$ cat src/rtl/ccff_loader_pkg.sv
// Shared types and constants for the configuration-chain loader.
// FSM encoding plus the readback CRC-16-CCITT polynomial and seed.
package ccff_loader_pkg;

    typedef enum logic [1:0] {
        ST_IDLE  = 2'd0,
        ST_FETCH = 2'd1,
        ST_SHIFT = 2'd2,
        ST_DONE  = 2'd3
    } ccff_state_t;

    localparam logic [15:0] CCFF_CRC_POLY = 16'h1021;
    localparam logic [15:0] CCFF_CRC_INIT = 16'hFFFF;

endpackage

$ cat src/rtl/ccff_chain_loader_crc16.sv
// Serial CRC-16-CCITT, MSB-first; built only with CCFF_LOADER_READBACK_EN.
// Latency: one bit absorbed per enabled edge; no backpressure (en-driven).
// init has priority over en and reseeds the register with 0xFFFF.
`ifdef CCFF_LOADER_READBACK_EN
module ccff_crc16_serial
    import ccff_loader_pkg::*;
(
    input  logic        clk,
    input  logic        rst_n,
    input  logic        init,
    input  logic        en,
    input  logic        bit_in,
    output logic [15:0] crc
);

    logic feedback;
    assign feedback = crc[15] ^ bit_in;

    always_ff @(posedge clk or negedge rst_n) begin
        if (!rst_n) begin
            crc <= CCFF_CRC_INIT;
        end else if (init) begin
            crc <= CCFF_CRC_INIT;
        end else if (en) begin
            crc <= {crc[14:0], 1'b0} ^ (feedback ? CCFF_CRC_POLY : 16'h0000);
        end
    end

endmodule
`endif

$ cat src/rtl/ccff_chain_loader.sv
// Serialises configuration words LSB-first onto a tile's ccff chain; optional readback CRC (CCFF_LOADER_READBACK_EN).
// Latency: CHAIN_LEN + ceil(CHAIN_LEN/WORD_W) + 2 cycles from start to done, one FETCH bubble per word.
// Backpressure: cfg_ready only in FETCH; a stalled cfg_valid freezes the chain (ccff_clk_en low).
module ccff_chain_loader
    import ccff_loader_pkg::*;
#(
    parameter  int CHAIN_LEN = 19,
    parameter  int WORD_W    = 8,
    localparam int CNT_W     = $clog2(CHAIN_LEN + 1)
) (
    input  logic              prog_clk,
    input  logic              prog_reset_n,
    input  logic              start,
    input  logic              abort,
    input  logic [WORD_W-1:0] cfg_data,
    input  logic              cfg_valid,
    output logic              cfg_ready,
    output logic              ccff_head,
    input  logic              ccff_tail,
    output logic              ccff_clk_en,
    output logic              busy,
    output logic              done,
    output logic [CNT_W-1:0]  bit_count,
    output logic [15:0]       readback_crc
);

    localparam int WCNT_W = $clog2(WORD_W + 1);

    ccff_state_t       state, state_nxt;
    logic [WORD_W-1:0] sreg;
    logic [WCNT_W-1:0] word_bits;
    logic              start_load;
    logic              last_bit;

    assign start_load = (state == ST_IDLE) && start;
    assign last_bit   = (bit_count == CNT_W'(CHAIN_LEN - 1));

    always_ff @(posedge prog_clk or negedge prog_reset_n) begin
        if (!prog_reset_n) begin
            state <= ST_IDLE;
        end else begin
            state <= state_nxt;
        end
    end

    always_comb begin
        state_nxt = state;
        case (state)
            ST_IDLE: begin
                if (start) state_nxt = ST_FETCH;
            end
            ST_FETCH: begin
                if (abort)          state_nxt = ST_IDLE;
                else if (cfg_valid) state_nxt = ST_SHIFT;
            end
            ST_SHIFT: begin
                // Chain length wins over word exhaustion: leftover word bits are dropped.
                if (abort)                            state_nxt = ST_IDLE;
                else if (last_bit)                    state_nxt = ST_DONE;
                else if (word_bits == WCNT_W'(1))     state_nxt = ST_FETCH;
            end
            ST_DONE: begin
                state_nxt = ST_IDLE;
            end
            default: begin
                state_nxt = ST_IDLE;
            end
        endcase
    end

    always_comb begin
        cfg_ready   = 1'b0;
        ccff_clk_en = 1'b0;
        ccff_head   = 1'b0;
        busy        = 1'b0;
        done        = 1'b0;
        case (state)
            ST_FETCH: begin
                cfg_ready = 1'b1;
                busy      = 1'b1;
            end
            ST_SHIFT: begin
                ccff_clk_en = 1'b1;
                ccff_head   = sreg[0];
                busy        = 1'b1;
            end
            ST_DONE: begin
                done = 1'b1;
                busy = 1'b1;
            end
            default: begin
                busy = 1'b0;
            end
        endcase
    end

    // The abort edge still counts as a shift: the chain was enabled during that cycle.
    always_ff @(posedge prog_clk or negedge prog_reset_n) begin
        if (!prog_reset_n) begin
            sreg      <= '0;
            word_bits <= '0;
            bit_count <= '0;
        end else begin
            if (start_load) begin
                bit_count <= '0;
            end
            if (state == ST_FETCH && cfg_valid) begin
                sreg      <= cfg_data;
                word_bits <= WCNT_W'(WORD_W);
            end
            if (state == ST_SHIFT) begin
                sreg      <= sreg >> 1;
                word_bits <= word_bits - WCNT_W'(1);
                bit_count <= bit_count + CNT_W'(1);
            end
        end
    end

`ifdef CCFF_LOADER_READBACK_EN
    ccff_crc16_serial u_crc (
        .clk    (prog_clk),
        .rst_n  (prog_reset_n),
        .init   (start_load),
        .en     (ccff_clk_en),
        .bit_in (ccff_tail),
        .crc    (readback_crc)
    );
`else
    logic unused_tail;
    assign unused_tail  = ccff_tail;
    assign readback_crc = 16'h0000;
`endif

endmodule

$ cat config.mk
export PLATFORM = sky130hd
export DESIGN_NAME = ccff_chain_loader
export DESIGN_NICKNAME = d
export VERILOG_FILES = /design/src/rtl/ccff_loader_pkg.sv /design/src/rtl/ccff_chain_loader_crc16.sv /design/src/rtl/ccff_chain_loader.sv
export SDC_FILE = /design/constraint.sdc
export NUM_CORES = 1
export LEC_CHECK = 0
export ABC_AREA = 1
export CAP_MARGIN = 10
export CORE_MARGIN = 2
export CORE_UTILIZATION = 44
export CTS_CLUSTER_DIAMETER = 150
export DETAILED_ROUTE_END_ITERATION = 7
export GPL_TIMING_DRIVEN = 0
export PLACE_DENSITY = 0.89
export SYNTH_ARGS = -nofsm -noshare
export SYNTH_HDL_FRONTEND = slang
export SYNTH_SLANG_ARGS = --single-unit
$ cat constraint.sdc
create_clock -name prog_clk -period 1.2 [get_ports prog_clk]
set_input_delay 0.12 -clock prog_clk [delete_from_list [all_inputs] [get_ports prog_clk]]
set_output_delay 0.12 -clock prog_clk [all_outputs]
set_load 0.05 [all_outputs]
# Word-level counts from Yosys, hierarchy flattened
# Cells that the tools add are included.
# Widths: inputs -> output; s select.
dict set report op_classes {
  reduce_logical 7
  multipliers 0
  addsub 2
  n_eq_ne 8
  n_div 0
  shift 0
  bitwise 0
  n_mux 18
  n_lt_le_gt_ge 0
}
# op count
set op_table {}
lappend op_table {{$mux 8} 2}
lappend op_table {{$mux 2} 6}
lappend op_table {{$mux 5} 2}
lappend op_table {{$mux 4} 2}
lappend op_table {{$pmux 2 s4} 1}
lappend op_table {{$add 5x1->5 const B} 1}
lappend op_table {{$eq 5x5->1 const B} 1}
lappend op_table {{$mux 1} 5}
lappend op_table {{$eq 2x2->1 const B} 2}
lappend op_table {{$eq 4x1->1 const B} 1}
lappend op_table {{$ne 4x4->1 const B} 1}
lappend op_table {{$reduce_bool 2->1} 2}
lappend op_table {{$sub 4x1->4 const B} 1}
lappend op_table {{$ne 3x3->1 const B} 1}
lappend op_table {{$reduce_and 3->1} 1}
lappend op_table {{$reduce_or 3->1} 1}
lappend op_table {{$eq 2x1->1 const B} 1}
lappend op_table {{$logic_and 1x1->1} 2}
lappend op_table {{$logic_not 2->1} 1}
lappend op_table {{$ne 2x2->1 const B} 1}
dict set report totals {
  mem_bits_ro 0
  word_cells 39
  latchBits 0
  out_inout_bits 26
  ramBits 0
  register_bits 19
  n_memories 0
  inputBits 14
}

# Longest topological paths before layout
# Gate-level depths: netlist of run 1.
dict set report logic_depth {
  ltp_word 5
  ltp_mapped 8
  mapped_depth_nobuf 8
}

# Worst setup path before layout of run 1
# No wires, ideal clock.
dict set report synth_path {
  kind {register to register}
  start {register bit_count[0]}
  end {register state[1]}
  setup_time_ns 0.119
  slack_ns -0.263
  stages_incl_launch_ff 9
  required_ns 1.081
  period_less_slack_ns 1.463
  arrival_ns 1.344
  n_path_buf 0
  path_cell_list {dfrtp_1 -> inv_1 -> ha_1 -> nand2_1 -> inv_1 -> nand2_1 -> nand3_1 -> nand3_1 -> nand2_1}
}
dict set report synth_between {
  elab_chain_cells 4
  elab_cells_between_ends 6
  classes_between {eq/ne (2); mux (3); reduce/logical (1)}
}
# element line_no
set synth_rtl {}
lappend synth_rtl {{from (decl)} ccff_chain_loader.sv:23} ;# output logic [CNT_W-1:0] bit_count,
lappend synth_rtl {{from (signal assigned)} ccff_chain_loader.sv:114} ;# bit_count <= bit_count + CNT_W'(1);
lappend synth_rtl {{$eq 5x5->1 (*)} ccff_chain_loader.sv:36} ;# assign last_bit = (bit_count == CNT_W'(CHAIN_LEN - 1));
lappend synth_rtl {{$mux 2} ccff_chain_loader.sv:59} ;# else if (last_bit) state_nxt = ST_DONE;
lappend synth_rtl {{$mux 2} ccff_chain_loader.sv:58} ;# if (abort) state_nxt = ST_IDLE;
lappend synth_rtl {{$pmux 2 s4} ccff_chain_loader.sv:48} ;# case (state)
lappend synth_rtl {{to (signal assigned)} ccff_chain_loader.sv:42} ;# state <= state_nxt;
lappend synth_rtl {{to (decl)} ccff_chain_loader.sv:29} ;# ccff_state_t state, state_nxt;
# Every way passes the cells marked *; elsewhere a longest branch is shown, timed or not.
# A chain may end at the register's enable or synchronous reset.

# Worst setup path after layout of run 1
dict set report layout_path {
  start {register state[0]}
  end {output ccff_head}
}
dict set report layout_between {
  elab_chain_cells 2
}
# element line_no
set layout_rtl {}
lappend layout_rtl {{$eq 2x2->1} ccff_chain_loader.sv:77} ;# case (state)
lappend layout_rtl {{$mux 1} ccff_chain_loader.sv:77}
lappend layout_rtl {{to (decl)} ccff_chain_loader.sv:18} ;# output logic ccff_head,
# Every way passes these cells.

==> impl_metrics.toml, run 1 <==
[place]
dpl_cell_area_um2 = 1480
dpl.cell_count = 212
hpwl_um = 1637
portBuffers = 22
place_congestion = 0.7529

[clocking]
cts_inserted_buffers = 3
clock_latency_ns = 0.30
cts_sinks = 19
clock_path_buffers = 2
cts_tree = "built"
clk_pin_slew_worst_paths_ns = 0.11
cts_root_buffer = "clkbuf_4"
cts.hold.buffers_added = 0
htreeDepth = 1

[floorplan]
core.rowCount = 18
die_width_um = 55.07
initial_core_util_pct = 46.31
die_h_um = 55.07
io_pins = 40
die-area_um2 = 3032
core_um2 = 2477

[synth]
syn-instance-count = 145
synth_xor_area_share_pct = 0.7634
syn_area_per_cell_um2 = 7.913
ys_seq_area_share_pct = 41.44
synth_top_area_share_pct = 41.44
synthDistinctLibCells = 22
synth_seq_cells = 19
synth_area_leaders = "dfrtp_1 41%, buf_4 10%, nand2_1 10%, inv_1 5.2%, nand3_1 4.8%"
synth_common_cells = "32 x nand2_1, 19 x dfrtp_1, 16 x buf_4, 16 x inv_1, 12 x nor2_1"
synthMostInstantiatedCell = "nand2_1"
synth-simple-area-share_pct = 24.86
yosysTopAreaCell = "dfrtp_1"
synth_flop_cell = "dfrtp_1"
synth_mux_area_share_pct = 0
synth_top_family_by_area = "simple AND/OR/NAND/NOR gates"
synth_edf_count = 0
synth_fa_ha_area_share_pct = 4.362
async_reset_ff_share_pct = 100.0
synth-compound-area-share_pct = 9.706
syn_area_um2 = 1147
synth-warning-count = 0

[global_routing]
globalRouteMet3Util_pct = 3.763
grt.overflow.total = 0
grt_use_met1_pct = 21.84
grt_use_met2_pct = 28.17
grt_pass1_vias = 883
track_usage_pct = 17.37
grt.busiest_layer = "met2"
grt_pass1_wl_um = 3705
grt_max_degree = 20
antenna_found_initial = 0

[cells_and_area]
fin_cells = 227
syn_to_final_growth_pct = 55.40
num-nets-final = 216
final_layout_size_suffix_gt1_share_pct = 41.62
diodes = 0
design_area_um2 = 1783

[timing]
finalSetupViolCount = 14
tightestPinTransition_ns = 0.8644
drv_slew = 0
holdWs_ns = 0.2985
rsz0062_at_grt = "true"
max_freq_mhz = 758.2
hold_viol = 0
layout_min_cycle_time_ns = 1.319
fin_ws_ns = -0.1189
skew_ns = 0.002606
relSlewSlack_pct = 42.19
finalCritPeriodShare_pct = 109.9

[routing]
totalWireLength_um = 2570
detail_route.first_pass.iterations = 4
wl_per_cell_um = 11.32
initialDrtViolationCount = 17
ant_nets = 0
detail_route.vias_per_cell = 4.612
route.vias.total = 1047
drc_errors = 0

[power_and_ir_drop]
ir_drop_mv = 1.451
p_leak_nw = 0.8948
p_per_area_nw_per_um2 = 2317

[worst_setup_path]
end_kind = "primary output"
crit_type = "reg2out"
path_cells = "inv_2 > nand2_8 > nor2_4 > buf_8"
crit_family = "flip-flops"
cp_slowest_cell = "dfrtp_1"
worstSetupStartpointType = "flip-flop"
worstPathArrival_ns = 1.20
critPathRequiredTime_ns = 1.08
slowest_delay_ns = 0.43
cp_max_fo = 4
critical_path_buf_inv_count = 2

[status]
status = "finished with violations"
violations = "setup timing"

[run]
maxCapViolCount = 0

[min_path]
worstHoldPathType = "in2async"
==> power by group <==
group	switching (W)	internal, W	leakage [nW]	total [W]
registers	0.000227	0.000888	0.235	0.00112
clock network	0.000203	0.000130	0.0150	0.000333
logic	0.00156	0.00112	0.644	0.00268
total	0.00199	0.00214	0.895	0.00413
==> flip-flops by register name (all words and copies together), names as in the netlist <==
| register | cells |
|---|---|
| bit_count | 5 |
| sreg | 8 |
| state | 2 |
| word_bits | 4 |
==> worst paths after layout <==
check                               endpoint  cells after the start  slack, ns    startpoint
worst max-delay path               ccff_head                      4      -0.12      state[0]
worst min-delay path            bit_count[0]                      1       0.30  prog_reset_n
max in group asynchronous       bit_count[3]                      1       0.32  prog_reset_n
worst min register to register       sreg[3]                      2       0.50       sreg[3]
min in group prog_clk                sreg[7]                      3       0.35   cfg_data[7]
worst max register to register  word_bits[0]                      8      -0.06      state[0]
==> area by class of cell <==
type | count | area [µm²]
plain buffers | 16 | 120.1
clock buffers | 4 | 26.28
fillers | 194 | 694.4
inverters | 21 | 101.3
multi-input cells | 103 | 671.9
flip-flops and latches | 19 | 481.7
well taps | 30 | 37.54
repair buffers | 34 | 344.1
==> layout by cell type (no fill, tap or decap), types with 3 or more instances in the layout <==
cell              n
nand2_1          26
nand3_2           7
inv_1            15
clkbuf_4          4
clkdlybuf4s50_1  12
buf_2             4
o21ai_0           4
conb_1           16
dfrtp_2           5
buf_8             5
buf_6             5
o21ai_2           3
nand2_4           3
nand2_8           4
dfrtp_1          14
o21ai_1           5
buf_4            22
nor2_4            3
nor2_1           10
ha_1              3
nand3_1           4
a21oi_1           3
nand2_2           5
==> per-layer routing <==
metal	wire length, µm	share of wire [%]
met1	1040	40
met2	1373	53
met3	126	4.9
met4	29	1.1
met5	0	0
==> metrics by stage <==
| stage | util [%] | power, W | TNS, ns | setup slack (ns) |
|---|---|---|---|---|
| final | 71.97 | 0.004131 | -0.7437 | -0.1189 |
| after global placement | 59.75 | 0.002758 | -4.260 | -0.5780 |
| after floorplan | - | 0.002364 | -0.09536 | -0.04942 |
| after detailed placement | 59.75 | 0.002828 | -4.838 | -0.5907 |
| after CTS | 64.49 | 0.003502 | -0.5150 | -0.09785 |
| after global routing | 71.97 | 0.004396 | -1.440 | -0.1572 |
==> logic make-up (layout without fill, tap and decap cells) <==
| group | after synthesis | after routing |
|---|---|---|
| buf+inv | 38 | 75 |
| flops | 19 | 19 |
| fa+ha+maj | 4 | 4 |
| other cells | 1 | 16 |
| xor+xnor | 1 | 1 |
| compound gates | 19 | 19 |
| simple gates | 63 | 63 |
==> timing repair <==
| action | CTS | global route |
|---|---|---|
| endpoints found under the setup margin | 21 | 22 |
| endpoints found under the hold margin | 0 | 0 |
| buffers inserted | 7 | 5 |
| pin swaps | 1 | 3 |
| cloned | 0 | 0 |
| gates resized for setup | 72 | 41 |
No activity file was read; power rests on OpenSTA's default activity.
==> run 2, diff against run 1 <==
Settings changed: RECOVER_POWER set to 50.
==> run 2 against run 1 <==
Net effect: global-route usage is the same; largest power group unchanged; critical endpoint unchanged; sequential cell count is the same; power is essentially flat; the flow still finishes with violations (setup timing); hold slack gained 0.047 ns.
==> impl_metrics.toml, run 2 (synthesis gave the netlist of run 1 again) <==
[timing]
hold_viol = 0
relSlewSlack_pct = 41.62
layout_min_cycle_time_ns = 1.319
skew_ns = 0.002606
finalSetupViolCount = 14
max_freq_mhz = 758.2
tightestPinTransition_ns = 0.8729
holdWs_ns = 0.3457
drv_slew = 0
finalCritPeriodShare_pct = 109.9
fin_ws_ns = -0.1189
rsz0062_at_grt = "true"

[clocking]
clock_path_buffers = 2
cts_inserted_buffers = 3
clk_pin_slew_worst_paths_ns = 0.11
htreeDepth = 1
cts.hold.buffers_added = 0
clock_latency_ns = 0.30
cts_tree = "built"
cts_root_buffer = "clkbuf_4"
cts_sinks = 19

[cells_and_area]
fillerInstances = 194
mostFrequentLayoutCells = "26 x nand2_1, 22 x buf_4, 16 x conb_1, 15 x inv_1, 14 x dfrtp_1"
diodes = 0
final_common_cell = "nand2_1"
regMostFlops = "sreg"
syn_to_final_growth_pct = 55.40
final_layout_size_suffix_gt1_share_pct = 41.62
largest_reg_flops = 8
seqCellArea_um2 = 481.7
design_area_um2 = 1783
reg.largest.list = "sreg (8), bit_count (5), word_bits (4)"
multi_input_area_um2 = 671.9
num-nets-final = 216

[power_and_ir_drop]
seq_power_share_pct = 27.0
ir_drop_mv = 1.451
finalPower_w = 0.004130
clockPowerShare_pct = 8.1
p_switching_w = 0.001995
p_sw_share_pct = 48.30
p_leak_nw = 0.8951
p_per_area_nw_per_um2 = 2316
power_frac_comb_pct = 64.9
intPower_w = 0.002135

[global_routing]
grt_use_met1_pct = 21.84
globalRouteMet3Util_pct = 3.763
antenna_found_initial = 0
grt.overflow.total = 0
grt.busiest_layer = "met2"
grt_use_met2_pct = 28.17
track_usage_pct = 17.37
grt_pass1_vias = 883
grt_pass1_wl_um = 3705
grt_max_degree = 20

[routing]
totalWireLength_um = 2569
detail_route.vias_per_cell = 4.612
initialDrtViolationCount = 17
detail_route.first_pass.iterations = 4
wl_per_cell_um = 11.32
ant_nets = 0
route.vias.total = 1047
drc_errors = 0

[floorplan]
die-area_um2 = 3032
core.rowCount = 18
io_pins = 40
initial_core_util_pct = 46.31
die_h_um = 55.07
die_width_um = 55.07
core_um2 = 2477

[worst_setup_path]
r2r_start = "state[0]"
critPathRequiredTime_ns = 1.08
cp_max_fo = 4
r2r-end = "word_bits[0]"
crit_type = "reg2out"
worstPathArrival_ns = 1.20
r2r_cells = 8
r2r_slack_ns = -0.06
end_kind = "primary output"
worstSetupStartpointType = "flip-flop"

[place]
place_worst_setup_slack_ns = -0.5907
portBuffers = 22
place_congestion = 0.7529
hpwl_um = 1637
dpl_cell_area_um2 = 1480

[min_path]
worstHoldEndpoint = "sreg[7]"
hold_path_depth = 3
worstHoldPathType = "in2reg"
hp-start = "cfg_data[7]"

[run]
maxCapViolCount = 0

[status]
violations = "setup timing"
status = "finished with violations"
[run 2: changes by cell type in the layout (fill, tap and decap cells not counted), sizes merged]
cell and change:
clkdlybuf4s50 -1, dlygate4sd3 +1
[run 2: how the worst max path moves through the flow]
stage                      start     endpoint  cells past startpoint
global route            state[0]    ccff_head                      4
finish                  state[0]    ccff_head                      4
global placement        state[0]  ccff_clk_en                      5
CTS                     state[1]  ccff_clk_en                      4
floorplan           bit_count[0]     state[1]                      8
detailed placement      state[0]  ccff_clk_en                      5
[run 2: power groups by stage]
| stage | sequential [W] | clock, W | combinational [W] |
|---|---|---|---|
| after detailed placement | 0.00108 | 0 | 0.00175 |
| after global routing | 0.00115 | 0.000369 | 0.00288 |
| after global placement | 0.00107 | 0 | 0.00169 |
| after floorplan | 0.00115 | 0 | 0.00121 |
| after CTS | 0.00107 | 0.000321 | 0.00211 |
| final | 0.00112 | 0.000333 | 0.00268 |
[run 2: worst max-delay path, stage by stage, from the launching register on]
cell,delay [ns]
dfrtp_1,0.43
inv_2,0.13
nand2_8,0.09
nor2_4,0.10
buf_8,0.15
[run 2: timing repair]
action / CTS / global route
pin swaps: 1 / 3
setup endpoints to repair: 21 / 22
gates resized for setup: 72 / 41
buffers inserted: 7 / 5
gates cloned: 0 / 0
[run 2: layout make-up]
cell class	count	area share, %
inverters	21	5.684
repair buffers	34	19.30
clock buffers	4	1.474
well taps	30	2.105
multi-input cells	103	37.68
plain buffers	16	6.737
flip-flops and latches	19	27.02
[run 2: through the flow]
| stage | utilization, % | setup TNS [ns] | instances |
|---|---|---|---|
| after detailed placement | 59.75 | -4.838 | 212 |
| after global routing | 71.97 | -1.440 | 227 |
| after global placement | 59.75 | -4.260 | 212 |
| final | 71.97 | -0.7437 | 227 |
| after floorplan | - | -0.09536 | 160 |
| after CTS | 64.49 | -0.5150 | 223 |
[run 2: per-layer routing]
metal | wire length, µm | vias to the layer above
met5 | 0 | -
met4 | 29 | 0
met3 | 126 | 4
met2 | 1373 | 33
met1 | 1040 | 484
li1 | - | 526
==> RTL change 1: new RTL, settings of run 1 <==
`WORD_W`: 8 -> 16.
--- a/src/rtl/ccff_chain_loader.sv
+++ b/src/rtl/ccff_chain_loader.sv
@@ -6,5 +6,5 @@
 #(
     parameter  int CHAIN_LEN = 19,
-    parameter  int WORD_W    = 8,
+    parameter  int WORD_W    = 16,
     localparam int CNT_W     = $clog2(CHAIN_LEN + 1)
 ) (
Ports: changed (resized cfg_data); port bits go from 40 to 48. No check against the original RTL was run, so the function may have changed too.
==> RTL change 1 against run 1 <==
  * The flow still finishes with violations (negative setup slack)
  * Count of clock-buffer cells in the layout unchanged
  * Via count is 32% higher
  * Synthesized area is 31% higher
  * Power is 16% higher
  * Setup slack got worse by 0.043 ns
  * Hold slack improved by 0.013 ns
  * Sequential cell count rose by 9
  * Register-to-register slack got worse by 0.06 ns
  * Core utilization decreased by 6.1 points
  * Design area increased by 22%
  * Die area increased by 29%
  * Global-route usage increased by 0.59 points
  * Sequential power up 47%
  * Routed wire length increased by 33%
  * Critical path type unchanged
==> RTL change 1: results (changes against run 1) <==
metric;value;unit;change
status;finished, violations left;;unchanged
failing checks;negative setup slack;;unchanged
Synth Flop Type;dfrtp_1;;unchanged
crit-path max FO;5;;was 4
Area after DPL;1956;um2;was 1480 um2
top post-synthesis cells by count;59 x nand2_1, 28 x dfrtp_1, 16 x buf_4, 16 x inv_1, 14 x nand3_1;;was 32 x nand2_1, 19 x dfrtp_1, 16 x buf_4, 16 x inv_1, 12 x nor2_1
Hold Path Class;input pin to flop;;was input pin to asynchronous set/reset pin
Ys Warns;0;;unchanged
drt first pass iters;4;;unchanged
top cells by area, synth;dfrtp_1 47%, nand2_1 15%, buf_4 8.0%;;was dfrtp_1 41%, buf_4 10%, nand2_1 10%
fill cell count;287;;was 194
hpwl dp;2.333;mm;was 1.637 mm
WL/cell;11.50;um;was 11.32 um
Netlist cell types;22;;unchanged
H-tree level count;1;;unchanged
CP Data Arrival Time;1.24;ns;was 1.20 ns
vias in the first global route;1289;;was 883
initial antenna violation count;0;;unchanged
gr usage total;0.1796;;was 0.1737
IO Port Bufs;30;;was 22
largest registers;sreg x16, bit_count x5, word_bits x5;;was sreg x8, bit_count x5, word_bits x4
IR Drop Worst-Case VDD;1.094;mV;was 1.451 mV
1st-iter DRT viols;69;;was 17
PnR worst setup slack;-0.1617;ns;was -0.1189 ns
global-route wire length before repair;5.644;mm;was 3.705 mm
vias per std cell;4.660;;was 4.612
share of layout cells above drive strength 1;0.2908;;was 0.4162
antenna cells;0;;unchanged
CTS clk-pin slew, worst paths;0.14;ns;was 0.11 ns
gpl congestion;0.7549;;was 0.7529
Max clock buf depth;2;;unchanged
largest net degree at the start of global routing;29;;was 20
Setup TNS Final;-1.706;ns;was -0.7437 ns
Seq/Total Area, Yosys;0.4651;;was 0.4144
Synth async-reset ratio;1.000;;unchanged
Synth Instances;189;;was 145
clock skew;0.002487;ns;was 0.002606 ns
CTS Buf Count;3;;unchanged
Final Setup Violations;20;;was 14
worst-skew pair later-pin latency;0.32;ns;was 0.30 ns
DR vias;1384;;was 1047
placed insts;280;;was 212
Root Buffer;clkbuf_4;;unchanged
slew of the pin with the lowest slew margin;0.6273;ns;was 0.8644 ns
Leakage;1.093;nW;was 0.8948 nW
RTL change 1: layer usage:
layer | wire [um] | track usage
met1 | 1413 | 0.2181
met2 | 1769 | 0.3226
met3 | 173 | 0.02883
met4 | 59 | 0.06111
met5 | 0 | 0
RTL change 1: logic make-up after synthesis:
family                   count (synthesis)  synth area share
adder cells (fa/ha/maj)                  4           0.03322
other                                    1          0.002489
flip-flops                              28            0.4651
AO/OA/AOI/OAI                           23           0.08969
AND/OR/NAND/NOR                         93            0.2608
buffers and inverters                   40            0.1487
RTL change 1: worst paths after layout:
check / from / to / slack, ns / depth (start not counted)
min in group asynchronous: prog_reset_n / sreg[5] / 0.34 / 2
max reg2reg: state[0] / sreg[6] / -0.12 / 8
min reg2reg: sreg[15] / sreg[15] / 0.49 / 2
min: cfg_data[15] / sreg[15] / 0.31 / 3
max: state[0] / ccff_head / -0.16 / 4
max in group asynchronous: prog_reset_n / state[1] / 0.42 / 2
RTL change 1: final cells by class:
| class | instances | area [um2] | area share |
|---|---|---|---|
| inverter | 20 | 87.58 | 0.04016 |
| clock buffer | 4 | 26.28 | 0.01205 |
| sequential | 28 | 706.9 | 0.3242 |
| multi-input combinational | 136 | 730.7 | 0.3351 |
| buffer | 20 | 165.2 | 0.07573 |
| tap | 46 | 57.56 | 0.02639 |
| timing repair buffer | 43 | 406.6 | 0.1865 |
RTL change 1: stage by stage:
step	hold slack [ns]	power (mW)	setup slack, ns
after floorplan	-0.1756	3.207	-0.1314
after global placement	0.4558	3.705	-0.6125
after detailed placement	0.4634	3.807	-0.6075
after CTS	0.1916	4.646	-0.1516
after global routing	0.3334	5.162	-0.2279
final	0.3116	4.803	-0.1617
RTL change 1: report_power, final:
group          switching (mW)  internal [mW]
logic                    1.64           1.12
clock network           0.268          0.130
registers               0.304           1.35
total                    2.21           2.59
RTL change 1: what timing repair did:
action | 4_1_cts | 5_1_grt
gates resized for setup | 84 | 19
setup buffers | 9 | 1
gates cloned | 2 | 0
pin swaps | 4 | 7
setup endpoints to repair | 61 | 34
hold buffers | 0 | 1
hold endpoints to repair | 0 | 28
RTL change 1: critical path: stages (launching register included):
cell     delay, ns
dfrtp_2       0.48
inv_2         0.11
nand2_4       0.09
nor2_4        0.09
buf_6         0.16
==> RTL change 2: new RTL, settings of run 1 <==
Without the edit above. Register the output `bit_count` once more; this adds one clock of latency there. The other outputs are not delayed to match.
--- a/src/rtl/ccff_chain_loader.sv
+++ b/src/rtl/ccff_chain_loader.sv
@@ -27,4 +27,6 @@
     localparam int WCNT_W = $clog2(WORD_W + 1);
 
+    logic [CNT_W-1:0] bit_count_s0;
+
     ccff_state_t       state, state_nxt;
     logic [WORD_W-1:0] sreg;
@@ -34,5 +36,5 @@
 
     assign start_load = (state == ST_IDLE) && start;
-    assign last_bit   = (bit_count == CNT_W'(CHAIN_LEN - 1));
+    assign last_bit   = (bit_count_s0 == CNT_W'(CHAIN_LEN - 1));
 
     always_ff @(posedge prog_clk or negedge prog_reset_n) begin
@@ -100,8 +102,8 @@
             sreg      <= '0;
             word_bits <= '0;
-            bit_count <= '0;
+            bit_count_s0 <= '0;
         end else begin
             if (start_load) begin
-                bit_count <= '0;
+                bit_count_s0 <= '0;
             end
             if (state == ST_FETCH && cfg_valid) begin
@@ -112,5 +114,5 @@
                 sreg      <= sreg >> 1;
                 word_bits <= word_bits - WCNT_W'(1);
-                bit_count <= bit_count + CNT_W'(1);
+                bit_count_s0 <= bit_count_s0 + CNT_W'(1);
             end
         end
@@ -132,4 +134,8 @@
 `endif
 
+    always_ff @(posedge prog_clk) begin
+        bit_count <= bit_count_s0;
+    end
+
 endmodule
 
Formal check against the unedited RTL: not equivalent (a bounded check fails within 4 cycles, from zero or initial values and one cycle with prog_reset_n low).
==> RTL change 2 against run 1 <==
  * The run still ends with negative setup slack left
  * Power is 3.0% higher
  * Design area increased by 3.6%
  * Highest routed layer unchanged
  * Critical path depth unchanged
  * Hold slack worse by 0.031 ns
  * Synthesized area rose by 5.0%
  * Routed wire length rose by 25%
  * Sequential share of layout area grew 4.3 points
  * Sequential cell count grew 5
  * Clock power is 14% higher
  * Synthesized cell count up 3.4%
  * Setup slack worse by 0.042 ns
  * Die area is 4.6% higher
  * Largest cell class unchanged
  * Non-clock buffer count increased by 1
  * Sequential power increased by 21%
==> RTL change 2: results (changes against run 1) <==
metric;value;unit;change
gpl congestion;0.7771;;was 0.7529
fin nets;223;;was 216
top cells by area, synth;dfrtp_1 39%, nand2_1 14%, buf_4 11%;;was dfrtp_1 41%, buf_4 10%, nand2_1 10%
CTS clk-pin slew, worst paths;0.13;ns;was 0.11 ns
worst setup path start;state[1];;was state[0]
r2r setup slk;-0.08;ns;was -0.06 ns
worst-skew pair later-pin latency;0.32;ns;was 0.30 ns
delay-heaviest family, CP;flip-flops;;unchanged
IR Drop Worst-Case VDD;1.628;mV;was 1.451 mV
status;finished, violations left;;unchanged
Synth async-reset ratio;0.7917;;was 1.000
clock skew;0.006761;ns;was 0.002606 ns
top post-synthesis cells by count;44 x nand2_1, 19 x dfrtp_1, 17 x buf_4, 17 x inv_1, 12 x nand3_1;;was 32 x nand2_1, 19 x dfrtp_1, 16 x buf_4, 16 x inv_1, 12 x nor2_1
WL/cell;13.72;um;was 11.32 um
Worst slew margin;0.4238;;was 0.4219
CP endpoint;ccff_clk_en;;was ccff_head
Seq/Total Area, Yosys;0.4777;;was 0.4144
crit-path max FO;3;;was 4
global-route wire length before repair;4.340;mm;was 3.705 mm
Synth Instances;150;;was 145
Root Buffer;clkbuf_4;;unchanged
hpwl dp;1.676;mm;was 1.637 mm
share of layout cells above drive strength 1;0.3725;;was 0.4162
1st-iter DRT viols;51;;was 17
worst reg2reg path depth;4;;was 8
Leakage;0.9229;nW;was 0.8948 nW
vias in the first global route;1002;;was 883
RR Endpoint;bit_count_s0[4];;was word_bits[0]
gr usage total;0.1742;;was 0.1737
Slowest-stage cell, CP;dfrtp_1;;unchanged
drt first pass iters;4;;unchanged
CTS Buf Count;3;;unchanged
H-tree level count;1;;unchanged
CP peak stage delay;0.41;ns;was 0.43 ns
Setup TNS Final;-0.9777;ns;was -0.7437 ns
Max clock buf depth;2;;unchanged
Final Setup Violations;18;;was 14
dpl ws;-0.6156;ns;was -0.5907 ns
vias per std cell;5.004;;was 4.612
largest registers;sreg x8, bit_count x5, bit_count_s0 x5;;was sreg x8, bit_count x5, word_bits x4
Netlist cell types;18;;was 22
CP Data Arrival Time;1.24;ns;was 1.20 ns
Ys Warns;0;;unchanged
failing checks;negative setup slack;;unchanged
DR vias;1171;;was 1047
PnR worst setup slack;-0.1607;ns;was -0.1189 ns
-- RTL change 2: cells by family after synthesis --
logic type | Yosys count | synth area share
and+or+nand+nor | 71 | 0.2440
buffers and inverters | 35 | 0.1620
DFF | 24 | 0.4777
AOI/OAI and AO/OA | 13 | 0.05711
adders and majority gates | 4 | 0.04154
xor gates and xnor gates | 2 | 0.01454
other | 1 | 0.003112
-- RTL change 2: worst register-to-register path: stages, from the launching register on --
cell	delay, ns
dfrtp_1	0.43
buf_4	0.17
o21ai_1	0.30
inv_1	0.12
o21ai_0	0.17
-- RTL change 2: cell type report --
cell class | count | area [um2]
timing repair buffer | 34 | 337.8
fill | 167 | 696.9
inverter | 18 | 81.33
tap | 30 | 37.54
sequential | 24 | 578.1
multi-input combinational | 107 | 655.6
clock buffer | 4 | 26.28
buffer | 17 | 131.4
-- RTL change 2: per-stage QoR --
stage / cell area (um2) / hold WS, ns
3_5_place_dp: 1533 / 0.4345
3_3_place_gp: 1533 / 0.4167
2_1_floorplan: 1275 / -0.1756
4_1_cts: 1692 / 0.2980
5_1_grt: 1848 / 0.3100
6_report: 1848 / 0.2680
-- RTL change 2: report_power, final --
part	switching, mW	internal, mW	total, mW
registers	0.263	1.08	1.35
clock network	0.248	0.130	0.378
logic	1.53	1.00	2.53
-- RTL change 2: timing repair --
action | CTS | global route
hold endpoints to repair | 0 | 0
setup buffers | 7 | 5
gates cloned | 0 | 1
resized for setup | 69 | 31
pin swaps | 3 | 8
endpoints found under the setup margin | 23 | 21
-- RTL change 2: worst min-delay path by stage --
stage | to | slack (ns) | cells past startpoint
finish | state[1] | 0.27 | 1
global route | state[1] | 0.31 | 1
CTS | state[1] | 0.30 | 1
detailed placement | bit_count[4] | 0.43 | 0
global placement | bit_count[4] | 0.42 | 0
floorplan | bit_count_s0[0] | -0.18 | 0
-- RTL change 2: layer usage --
layer,global-route usage,wire [um]
met1,0.2097,1182
met2,0.2874,1640
met3,0.04839,262
met4,0.08163,125
met5,0,0
